**src/rtl/ssram_arbiter.sv**
```systemverilog
// Two-requester round-robin arbiter and strobe sequencer for a 32-bit SSRAM.
// Ports: clk/rst, req_* (two requesters), rsp_* (completion), ssram_* (pad side).
module ssram_arbiter #(
  parameter int ADDR_W   = 20,
  parameter int READ_LAT = 2
) (
  input  logic              clk,
  input  logic              rst,
  input  logic [1:0]        req_valid,
  output logic [1:0]        req_ready,
  input  logic [1:0]        req_we,
  input  logic [ADDR_W-1:0] req_addr0,
  input  logic [ADDR_W-1:0] req_addr1,
  input  logic [31:0]       req_wdata0,
  input  logic [31:0]       req_wdata1,
  input  logic [3:0]        req_be0,
  input  logic [3:0]        req_be1,
  output logic [1:0]        rsp_valid,
  output logic [31:0]       rsp_rdata,
  output logic [ADDR_W-1:0] ssram_addr,
  output logic              ssram_adsc_n,
  output logic              ssram_cs_n,
  output logic              ssram_oe_n,
  output logic              ssram_we_n,
  output logic [3:0]        ssram_be_n,
  output logic [31:0]       ssram_dq_out,
  output logic              ssram_dq_oe,
  input  logic [31:0]       ssram_dq_in
);

  typedef enum logic [2:0] {
    IDLE, ADDR, RD_WAIT, RD_RSP, WR_TURN
  } state_e;

  localparam logic [2:0] LAT_M1 = 3'(READ_LAT - 1);

  state_e              state_q;
  logic                ptr_q;
  logic                owner_q;
  logic                we_q;
  logic [2:0]          cnt_q;
  logic [1:0]          rsp_valid_q;
  logic [31:0]         rdata_q;
  logic [ADDR_W-1:0]   addr_q;
  logic                adsc_n_q, cs_n_q, oe_n_q, we_n_q;
  logic [3:0]          be_n_q;
  logic [31:0]         dq_out_q;
  logic                dq_oe_q;

  logic                gnt0, gnt1, hs;
  logic                sel_we;
  logic [ADDR_W-1:0]   sel_addr;
  logic [31:0]         sel_wdata;
  logic [3:0]          sel_be;

  // ptr_q names the requester that wins a tie.
  assign gnt0 = req_valid[0] & (~req_valid[1] | ~ptr_q);
  assign gnt1 = req_valid[1] & (~req_valid[0] |  ptr_q);

  assign req_ready = (state_q == IDLE) ? {gnt1, gnt0} : 2'b00;
  assign hs        = |req_ready;

  assign sel_we    = gnt1 ? req_we[1]  : req_we[0];
  assign sel_addr  = gnt1 ? req_addr1  : req_addr0;
  assign sel_wdata = gnt1 ? req_wdata1 : req_wdata0;
  assign sel_be    = gnt1 ? req_be1    : req_be0;

  always_ff @(posedge clk) begin
    if (rst) begin
      state_q     <= IDLE;
      ptr_q       <= 1'b0;
      owner_q     <= 1'b0;
      we_q        <= 1'b0;
      cnt_q       <= '0;
      rsp_valid_q <= '0;
      rdata_q     <= '0;
      addr_q      <= '0;
      adsc_n_q    <= 1'b1;
      cs_n_q      <= 1'b1;
      oe_n_q      <= 1'b1;
      we_n_q      <= 1'b1;
      be_n_q      <= 4'hF;
      dq_out_q    <= '0;
      dq_oe_q     <= 1'b0;
    end else begin
      rsp_valid_q <= '0;
      unique case (state_q)
        IDLE: begin
          if (hs) begin
            owner_q  <= gnt1;
            we_q     <= sel_we;
            ptr_q    <= ~gnt1;
            addr_q   <= sel_addr;
            be_n_q   <= ~sel_be;
            adsc_n_q <= 1'b0;
            cs_n_q   <= 1'b0;
            if (sel_we) begin
              we_n_q   <= 1'b0;
              dq_oe_q  <= 1'b1;
              dq_out_q <= sel_wdata;
            end else begin
              oe_n_q   <= 1'b0;
            end
            state_q  <= ADDR;
          end
        end
        ADDR: begin
          adsc_n_q <= 1'b1;
          cs_n_q   <= 1'b1;
          we_n_q   <= 1'b1;
          be_n_q   <= 4'hF;
          dq_oe_q  <= 1'b0;
          if (we_q) begin
            rsp_valid_q <= owner_q ? 2'b10 : 2'b01;
            state_q     <= WR_TURN;
          end else begin
            cnt_q   <= LAT_M1;
            state_q <= RD_WAIT;
          end
        end
        RD_WAIT: begin
          if (cnt_q == 3'd0) begin
            rdata_q     <= ssram_dq_in;
            oe_n_q      <= 1'b1;
            rsp_valid_q <= owner_q ? 2'b10 : 2'b01;
            state_q     <= RD_RSP;
          end else begin
            cnt_q <= cnt_q - 3'd1;
          end
        end
        RD_RSP:  state_q <= IDLE;
        WR_TURN: state_q <= IDLE;
        default: state_q <= IDLE;
      endcase
    end
  end

  assign rsp_valid    = rsp_valid_q;
  assign rsp_rdata    = rdata_q;
  assign ssram_addr   = addr_q;
  assign ssram_adsc_n = adsc_n_q;
  assign ssram_cs_n   = cs_n_q;
  assign ssram_oe_n   = oe_n_q;
  assign ssram_we_n   = we_n_q;
  assign ssram_be_n   = be_n_q;
  assign ssram_dq_out = dq_out_q;
  assign ssram_dq_oe  = dq_oe_q;

endmodule

```
**config.mk**
```make
export PLATFORM = sky130hd
export DESIGN_NAME = ssram_arbiter
export DESIGN_NICKNAME = d
export VERILOG_FILES = /design/src/rtl/ssram_arbiter.sv
export SDC_FILE = /design/constraint.sdc
export NUM_CORES = 1
export LEC_CHECK = 0
export BUFFER_PORTS_ARGS = -buffer_cell sky130_fd_sc_hd__buf_2
export CAP_MARGIN = 20
export CELL_PAD_IN_SITES_DETAIL_PLACEMENT = 1
export CELL_PAD_IN_SITES_GLOBAL_PLACEMENT = 1
export CORE_ASPECT_RATIO = 0.6
export CORE_MARGIN = 2
export CORE_UTILIZATION = 32
export CTS_CLUSTER_SIZE = 10
export DETAILED_ROUTE_END_ITERATION = 10
export MAX_ROUTING_LAYER = met4
export PLACE_DENSITY = 0.86
export SLEW_MARGIN = 10
export SYNTH_ARGS = -nofsm -noshare
export SYNTH_HDL_FRONTEND = slang
export SYNTH_SLANG_ARGS = --single-unit
```
**constraint.sdc**
```tcl
create_clock -name clk -period 2.05 [get_ports clk]
set_clock_uncertainty 0.1 [all_clocks]
set_input_delay 0 -clock clk [delete_from_list [all_inputs] [get_ports clk]]
set_output_delay 0 -clock clk [all_outputs]
set_load 0.05 [all_outputs]
```
==> results.py <==
metrics = {
    "synth": {
        "netlist_area_sq_mm": 0.00487,
        "async_reset_ff_share_pct": 0,
        "ys_seq_elements": 103,
        "synth_top_cell_area_share_pct": 42.4,
        "syn_area_per_cell_sq_um": 8.87,
        "synthFlopType": "dfxtp_1",
        "synth_cell_types": 39,
        "yosys_warnings": 0,
        "synthMostInstantiatedCell": "dfxtp_1",
        "synth_nets": 701,
        "ys_seq_area_share_pct": 42.4,
        "synth_edf_count": 0,
        "synth_common_cells": "dfxtp_1, nand2_1, inv_1, a21oi_1, a2111oi_0",
        "synth.largest_area_cell": "dfxtp_1",
        "synth.area.top_cells": "dfxtp_1, a221oi_2, nand2_1",
        "netlist_instances": 549,
    },
    "global_route": {
        "grt_max_degree": 60,
        "met1_usage_pct": 30.2,
        "gr-usage-met3_pct": 6.63,
        "grt.total_usage_pct": 25.7,
        "grt.met2_usage_pct": 42.7,
        "grt_pass1_vias": 5985,
        "antenna_found_initial": 0,
        "grt-ovfl-total": 0,
        "busiest_layer": "met2",
        "grt_pass1_wl_um": 31900,
    },
    "outcome": {
        "outcome": "finished, final reports clean",
    },
    "critical_path": {
        "crit_path_start_kind": "flip-flop",
        "required_ps": 2180,
        "reg2reg_slack_ps": 120,
        "path_depth": 5,
        "path_class": "reg2reg",
        "arrival_ps": 2070,
        "path_delay_family": "compound AO/OA/AOI/OAI gates",
        "timing.rr.end": "ssram_addr[14]",
        "slowest_stage": "dfxtp_1",
        "cp_slowest_stage_delay_ps": 360,
        "path_cells": "nor3_4, o21a_4, buf_12, nor2_1, a211oi_1",
        "startpoint": "state_q[0]",
        "rr_startpoint": "state_q[0]",
        "rr_worst_depth": 5,
        "cp-endpoint": "ssram_addr[14]",
        "path_max_fanout": 59,
        "end_kind": "flip-flop",
        "critPathBufInv": 1,
    },
    "cells_and_area": {
        "areaGrowthSynthToFinish_pct": 58.5,
        "final_cells": 1088,
        "regArea_sq_mm": 0.00206,
        "fillers": 1722,
        "multiInputGateArea_sq_mm": 0.00229,
        "layout.nets": 1038,
        "drive_gt1_share_pct": 39.0,
        "antennaDiodeCount": 0,
    },
    "power_and_ir_drop": {
        "p_per_area_mw_per_mm2": 807,
        "p_total_mw": 6.22,
        "p_leak_nw": 3.54,
        "vdd_drop_max_v": 0.000415,
    },
    "clock_network": {
        "clockBufferDepth": 2,
        "clockRootBuffer": "clkbuf_16",
        "clkTransAtPathRegs_ps": 80,
        "cts_tree": "built",
        "cts_setup_buffers": 0,
        "cts_sinks": 103,
        "ctsHtreeMaxLevel": 3,
        "cts_made_buffers": 9,
        "clk_latency_ps": 340,
    },
    "placement": {
        "dpl.cell_count": 959,
        "dp_hpwl_um": 12300,
        "gp_congestion": 0.816,
        "pre_cts_ws_ps": 153,
        "portBuffers": 246,
    },
    "floorplan": {
        "initial_core_util_pct": 33.2,
        "die_y_um": 99.5,
        "die_area_sq_mm": 0.0162,
        "io-pin-count": 247,
        "rows": 34,
        "core_region_area_sq_mm": 0.0147,
        "fp.dieW_um": 163,
    },
    "sta": {
        "fin_ws_ps": 118,
        "hold_viol_final": 0,
        "max_slew_margin_pct": 51.4,
        "slew_violations": 0,
        "grt_setup_unrepaired": "no",
        "post-route-period-util_pct": 94.3,
        "setup_viol": 0,
        "min_period_ps": 1930,
        "clock.fmax_mhz": 518,
        "worst_pin_slew_ps": 724,
        "timing.setup.tns_ps": 0,
    },
    "route": {
        "num_vias": 5568,
        "ant_nets": 0,
        "wl_per_cell_um": 18.6,
        "drtPass1Iterations": 4,
        "drt_first_iter_violations": 306,
        "viasPerCell": 5.12,
        "wirelength_um": 20200,
        "remaining_drc_errors": 0,
    },
    "flow_run": {
        "cap_violations": 0,
    },
    "worst_hold_path": {
        "hp-class": "in2reg",
    },
}
## worst min-delay path by stage
stage / startpoint / to / slack, ps / cells after the start
2_1_floorplan: ssram_dq_in[0] / rsp_rdata[0] / 40 / 2
3_3_place_gp: ssram_dq_in[0] / rsp_rdata[0] / 140 / 3
3_5_place_dp: ssram_dq_in[21] / rsp_rdata[21] / 150 / 3
4_1_cts: rst / rsp_rdata[27] / 30 / 2
5_1_grt: rst / owner_q / 50 / 2
6_report: rst / rsp_rdata[27] / 40 / 2
## layer usage
metal	up-vias	share of wire, %
li1	2627	-
met1	2633	43
met2	248	47
met3	60	7.1
met4	0	3.0
met5	-	0
## report_power, final
part           total, mW  switching (mW)  internal, mW
clock network       1.66           0.814         0.842
registers           2.34           0.133          2.21
logic               2.22            1.49         0.733
## placed cells by master, fill, tap and decap left out, drive strengths merged, types with 25 or more instances in the layout
| master | instances |
|---|---|
| buf | 267 |
| dlygate4sd3 | 114 |
| dfxtp | 103 |
| nand2 | 76 |
| inv | 74 |
| a21oi | 39 |
| a31o | 33 |
| a2111oi | 32 |
| a221oi | 32 |
| nor2 | 25 |
## cell type report
type	instances	area share (%)
Clock buffer	9	2.92
Clock inverter	6	0.714
Inverter	71	3.45
Multi-Input combinational cell	320	29.7
Sequential cell	103	26.7
Tap cell	198	3.21
Timing Repair Buffer	381	33.3
## through the flow
| step | cell area [sq um] | hold WS (ps) | util, % |
|---|---|---|---|
| after global placement | 6290 | 143 | 42.9 |
| after CTS | 7710 | 32.1 | 52.6 |
| final | 7710 | 41.6 | 52.6 |
| after floorplan | 4870 | 36.0 | - |
| after detailed placement | 6290 | 149 | 42.9 |
| after global routing | 7710 | 54.6 | 52.6 |
## kinds of logic (layout without fill, tap and decap cells)
family,after synthesis,count (layout),synth area share [%]
buf+inv,126,467,10.9
fa+ha+maj,2,2,0.514
compound gates,169,169,30.0
flops,103,103,42.4
simple gates,123,123,10.8
xor+xnor,1,1,0.180
mux,25,25,5.27
## registers in the layout (all words and copies together) (netlist names)
| name | count |
|---|---|
| ssram_addr | 20 |
| ssram_dq_out | 32 |
| cnt_q | 3 |
| rsp_rdata | 32 |
| ssram_oe_n | 1 |
| owner_q | 1 |
| ptr_q | 1 |
| ssram_we_n | 1 |
| rsp_valid | 2 |
| we_q | 1 |
| ssram_be_n | 4 |
| ssram_cs_n | 1 |
| ssram_dq_oe | 1 |
| state_q | 3 |
## repair_timing
item                       4_1_cts  5_1_grt
setup endpoints to repair        0        1
hold endpoints to repair        90        0
resized for setup                0        1
hold buffers                   114        0
No activity file was read; power rests on OpenSTA's default activity.
